File: config.mk
export PLATFORM = sky130hd
export DESIGN_NAME = game_sequencer
export DESIGN_NICKNAME = d
export VERILOG_FILES = /design/src/rtl/game_sequencer.sv
export SDC_FILE = /design/constraint.sdc
export NUM_CORES = 1
export LEC_CHECK = 0
export BUFFER_PORTS_ARGS = -buffer_cell sky130_fd_sc_hd__buf_2
export CORE_ASPECT_RATIO = 0.8
export CORE_MARGIN = 2
export CORE_UTILIZATION = 45
export DETAILED_ROUTE_END_ITERATION = 10
export HOLD_SLACK_MARGIN = 0.1
export PLACE_DENSITY = 0.63
export REMOVE_ABC_BUFFERS = 1
export SLEW_MARGIN = 40
export SYNTH_ARGS = -nofsm -noshare
export SYNTH_HDL_FRONTEND = slang
export SYNTH_SLANG_ARGS = --single-unit
export TNS_END_PERCENT = 10
File: constraint.sdc
create_clock -name clk -period 2.3 [get_ports clk]
set_input_delay 0 -clock clk [delete_from_list [all_inputs] [get_ports clk]]
set_output_delay 0 -clock clk [all_outputs]
set_load 0.005 [all_outputs]
File: src/rtl/game_sequencer.sv
// Game-flow sequencer: IDLE/SERVE/PLAY/MISS/OVER control with a BCD score, a lives
// counter, frame-paced step pulses and a game-over blink, all derived from v_sync.
module game_sequencer #(
   parameter int LIVES        = 3,
   parameter int SERVE_FRAMES = 60,
   parameter int MISS_FRAMES  = 90,
   parameter int BLINK_FRAMES = 16
) (
   input  logic       clk,
   input  logic       reset,
   input  logic       v_sync,
   input  logic       left,
   input  logic       right,
   input  logic       pad_hit,
   input  logic       ball_miss,
   output logic       ball_reset,
   output logic       ball_step,
   output logic       pad_step,
   output logic [7:0] score,
   output logic [1:0] lives,
   output logic [2:0] state,
   output logic       blink
);

   typedef enum logic [2:0] {
      IDLE  = 3'd0,
      SERVE = 3'd1,
      PLAY  = 3'd2,
      MISS  = 3'd3,
      OVER  = 3'd4
   } state_t;

   localparam int MAX_A  = (SERVE_FRAMES > MISS_FRAMES) ? SERVE_FRAMES : MISS_FRAMES;
   localparam int MAX_F  = (MAX_A > BLINK_FRAMES) ? MAX_A : BLINK_FRAMES;
   localparam int FCNT_W = ($clog2(MAX_F) > 7) ? $clog2(MAX_F) : 7;

   localparam logic [FCNT_W-1:0] SERVE_LAST = FCNT_W'(SERVE_FRAMES - 1);
   localparam logic [FCNT_W-1:0] MISS_LAST  = FCNT_W'(MISS_FRAMES - 1);
   localparam logic [FCNT_W-1:0] BLINK_LAST = FCNT_W'(BLINK_FRAMES - 1);
   localparam logic [1:0]        LIVES_INIT = 2'(LIVES);

   state_t            cur_state, next_state;
   logic [1:0]        vs_sync, l_sync, r_sync;
   logic              vs_prev, frame_tick, btn_prev, btn_level, btn_edge;
   logic [FCNT_W-1:0] fcnt, fcnt_d;
   logic [7:0]        score_d;
   logic [1:0]        lives_d;
   logic              ball_reset_d, ball_step_d, pad_step_d, blink_d;

   function automatic logic [7:0] bcd_inc(input logic [7:0] v);
      if (v == 8'h99) return v;
      if (v[3:0] == 4'd9) return {v[7:4] + 4'd1, 4'd0};
      return {v[7:4], v[3:0] + 4'd1};
   endfunction

   // v_sync idles high, so its synchronizer resets to 1 to avoid a fake frame edge.
   // NOTE: sequential state uses non-blocking assignments so every flop samples pre-edge values.
   always_ff @(posedge clk or negedge reset) begin
      if (!reset) begin
         vs_sync    <= 2'b11;
         vs_prev    <= 1'b1;
         frame_tick <= 1'b0;
         l_sync     <= 2'b00;
         r_sync     <= 2'b00;
         btn_prev   <= 1'b0;
      end else begin
         vs_sync    <= {vs_sync[0], v_sync};
         vs_prev    <= vs_sync[1];
         frame_tick <= vs_prev & ~vs_sync[1];
         l_sync     <= {l_sync[0], left};
         r_sync     <= {r_sync[0], right};
         btn_prev   <= btn_level;
      end
   end

   assign btn_level = l_sync[1] | r_sync[1];
   assign btn_edge  = btn_level & ~btn_prev;

   always_ff @(posedge clk or negedge reset) begin
      if (!reset) cur_state <= IDLE;
      else        cur_state <= next_state;
   end

   always_comb begin
      // NOTE: a default assignment ahead of the case keeps this block free of inferred latches.
      next_state = cur_state;
      case (cur_state)
         IDLE:    if (btn_edge) next_state = SERVE;
         SERVE:   if (frame_tick && fcnt == SERVE_LAST) next_state = PLAY;
         PLAY:    if (ball_miss) next_state = (lives == 2'd1) ? OVER : MISS;
         MISS:    if (frame_tick && fcnt == MISS_LAST) next_state = SERVE;
         OVER:    if (btn_edge) next_state = IDLE;
         default: next_state = IDLE;
      endcase
   end

   // Computes next values of every registered output from the current state.
   always_comb begin
      ball_reset_d = (next_state != PLAY);
      ball_step_d  = 1'b0;
      pad_step_d   = 1'b0;
      score_d      = score;
      lives_d      = lives;
      blink_d      = blink;
      fcnt_d       = frame_tick ? fcnt + 1'b1 : fcnt;
      case (cur_state)
         IDLE: begin
            if (btn_edge) begin
               lives_d = LIVES_INIT;
               score_d = 8'h00;
            end
         end
         SERVE: pad_step_d = frame_tick;
         PLAY: begin
            ball_step_d = frame_tick;
            pad_step_d  = frame_tick;
            if (ball_miss)    lives_d = lives - 2'd1;
            else if (pad_hit) score_d = bcd_inc(score);
         end
         OVER: begin
            if (frame_tick && fcnt == BLINK_LAST) begin
               blink_d = ~blink;
               fcnt_d  = '0;
            end
         end
         default: ;
      endcase
      if (next_state != cur_state) fcnt_d  = '0;
      if (next_state != OVER)      blink_d = 1'b0;
   end

   always_ff @(posedge clk or negedge reset) begin
      if (!reset) begin
         ball_reset <= 1'b1;
         ball_step  <= 1'b0;
         pad_step   <= 1'b0;
         score      <= 8'h00;
         lives      <= LIVES_INIT;
         blink      <= 1'b0;
         fcnt       <= '0;
      end else begin
         ball_reset <= ball_reset_d;
         ball_step  <= ball_step_d;
         pad_step   <= pad_step_d;
         score      <= score_d;
         lives      <= lives_d;
         blink      <= blink_d;
         fcnt       <= fcnt_d;
      end
   end

   assign state = cur_state;

endmodule
==> results.toml <==
[setup_path]
cpPeakStageDelay_ns = 0.65
start_kind = "register"
cp_num_buf_inv = 0
crit_arrival_ns = 2.18
r2r_end = "score[7]"
cp-end-kind = "register"
path_class = "register to register"
path_delay_family = "simple AND/OR/NAND/NOR gates"
crit_path_max_fanout = 16
required_ns = 2.51
cp_slowest_cell = "dfrtp_1"
cp_cell_sequence = "nor4b_4 > o2111ai_2 > or3_1 > a21oi_1"
reg2reg_from = "state[1]"
rr_worst_depth = 4
r2r_setup_slack_ns = 0.32

[grt]
overflow = 0
grt_util_all_layers_pct = 17.2
grt_max_degree = 34
grt_pass1_vias = 1237
antenna_found_initial = 0
grt_first_pass_wirelength_mm = 5.51

[placement]
gp_congestion = 0.920
port_buffers = 23
dp_hpwl_mm = 2.37

[synth]
avgSynthCellArea_um2 = 10.7
ys_seq_elements = 33
async_flop_share_pct = 100
yosys_warnings = 0
synth_edf_count = 0
synth_cell_types = 46
synth_area_mm2 = 0.00164
seq_area_frac_synth_pct = 50.7
synthFlopType = "dfrtp_1"
synthCells = 154

[sta]
final-max-slew-violation-count = 0
setup_viol = 0
hold_viol = 0
fmax_mhz = 505
finClkSkew_ns = 0.00596
worstMarginPinSlew_ns = 0.725
rsz0062_at_grt = "no"
period_needed_ns = 1.98
max_slew_margin_pct = 51.7
final.period_utilization_pct = 86.0
fin_tns_setup_ns = 0

[clocking]
cts-root-buf = "clkbuf_8"
clock-sinks = 33
htree_levels = 2
cts_buffers = 5
cts_resized = 0
cts_tree = "built"
clkTransAtPathRegs_ns = 0.07
clock_path_buffers = 2
worstSkewPairLatency_ns = 0.28

[floorplanning]
initial_core_util_pct = 47.3
num_rows = 19
die-area_mm2 = 0.00415
die_w_um = 71.6
ios = 24
core_area_mm2 = 0.00347
die_y_um = 58.0

[power_and_ir_drop]
p_switching_uw = 340
leakagePower_uw = 0.000900
seqPwrFrac_pct = 49.1
p_comb_share_pct = 10.2
total_power_uw = 1390
ir_drop_mv = 0.412
power.density_mw_per_mm2 = 702
swShare_pct = 24.5
clock_power_share_pct = 40.8
intPower_uw = 1050

[layout]
n_antenna_cell = 0
syn_to_final_growth_pct = 20.2
nets = 201
drive_gt1_share_pct = 23.4

[route]
drt-initial-drc-count = 86
met1_length_mm = 1.65
vias_per_cell = 5.64
topRoutingLayerUsed = "met4"
vias = 1297
wl_mm = 3.30
ant_nets = 0
met3WireLength_um = 192
wl_met2_mm = 1.43
dr.pass1.iters = 4
routedWlPerCell_um = 14.3
drc = 0

[status]
outcome = "finished clean"

[min_path]
min_path_type = "input port to asynchronous set/reset pin"

[run]
cap_violations = 0
==> per-stage QoR <==
step                      util [%]  cells  instance area, um^2  hold slack [ns]  setup slack (ns)
after global placement        51.7    216                 1790           0.0818             0.493
final                         56.9    230                 1970            0.303             0.322
after global routing          56.9    230                 1970            0.343             0.224
after floorplan                  -    150                 1620           -0.296             0.601
after detailed placement      51.7    216                 1790           0.0909             0.382
after CTS                     56.9    230                 1970            0.325             0.355
==> power groups by stage <==
| stage | Combinational, uW | Sequential, uW | Clock [uW] |
|---|---|---|---|
| final | 141 | 680 | 565 |
| after global routing | 165 | 688 | 610 |
| after CTS | 142 | 680 | 574 |
| after detailed placement | 134 | 691 | 0 |
| after global placement | 127 | 687 | 0 |
| after floorplan | 84.5 | 679 | 0 |
==> worst max-delay path by stage <==
stage | from | endpoint | cells past startpoint
after floorplan | state[0] | score[7] | 4
after global placement | state[0] | score[7] | 4
after detailed placement | state[0] | score[7] | 4
after CTS | state[1] | score[7] | 4
after global routing | state[1] | score[7] | 4
final | state[1] | score[7] | 4
==> state kept, by name (all words and copies together), names as in the netlist, 2 cells and up <==
signal / count
fcnt: 7
l_sync: 2
lives: 2
r_sync: 2
score: 8
state: 3
vs_sync: 2
==> cell families after synthesis <==
group           count (synthesis)  share of synthesized area, %
simple gates                   61                          21.9
compound gates                 33                          14.3
flops                          33                          50.7
buf+inv                        12                          3.27
xor+xnor                        7                          3.73
fa+ha+maj                       7                          5.33
mux                             1                         0.685
==> placed cells by master (no fill, tap or decap), types with 2 or more instances in the layout <==
cell / synthesis / routed
and4b_1: 2 / 2
nor2b_1: 2 / 2
xnor2_1: 3 / 3
a21oi_1: 8 / 8
or3_1: 3 / 3
nand3_1: 8 / 8
xor2_1: 4 / 4
nor2_1: 11 / 11
dfrtp_1: 27 / 27
nand2_1: 9 / 9
and3_1: 2 / 2
dfstp_2: 6 / 6
nor3_1: 3 / 3
dlygate4sd3_1: 0 / 6
a211o_1: 2 / 2
buf_2: 1 / 23
and2_1: 4 / 4
clkbuf_8: 0 / 6
nand3b_1: 2 / 2
nand4_1: 4 / 4
o21ai_0: 5 / 5
a31oi_1: 2 / 2
and3b_1: 3 / 3
o211ai_1: 3 / 3
ha_1: 7 / 7
nor4_1: 2 / 2
inv_1: 8 / 8
o32ai_1: 2 / 2
==> synthesized netlist by cell type, types with 2 or more instances <==
library cell  count  area, um^2
nor2_1           11        41.3
inv_1             8        30.0
and2_1            4        25.0
a21oi_1           8        40.0
ha_1              7        87.6
nand3_1           8        40.0
o32ai_1           2        17.5
nand3b_1          2        15.0
dfrtp_1          27         676
o211ai_1          3        22.5
and3_1            2        12.5
o21ai_0           5        25.0
nor3_1            3        15.0
clkbuf_1          2        7.51
nand4_1           4        25.0
a211o_1           2        17.5
or3_1             3        18.8
xor2_1            4        35.0
nand2_1           9        33.8
nor4_1            2        12.5
nor2b_1           2        12.5
a31oi_1           2        12.5
xnor2_1           3        26.3
dfstp_2           6         158
and3b_1           3        26.3
and4b_1           2        20.0
==> per-layer routing <==
layer  GRT usage [%]  up-vias
met2            25.1       39
met3            5.91        4
met1            23.6      623
li1                -      631
met4            6.74        0
met5               0        -
==> final cells by class <==
class / instances / area [um^2]
clock buffer: 6 / 82.6
fill: 308 / 1500
sequential: 33 / 833
multi-input combinational: 109 / 756
clock inverter: 2 / 37.5
tap: 42 / 52.6
timing repair buffer: 30 / 183
inverter: 8 / 30.0
==> what timing repair did <==
action / CTS / global route
endpoints found under the hold margin: 33 / 0
hold buffers: 6 / 0
setup buffers: 0 / 0
No activity file was read; power rests on OpenSTA's default activity.
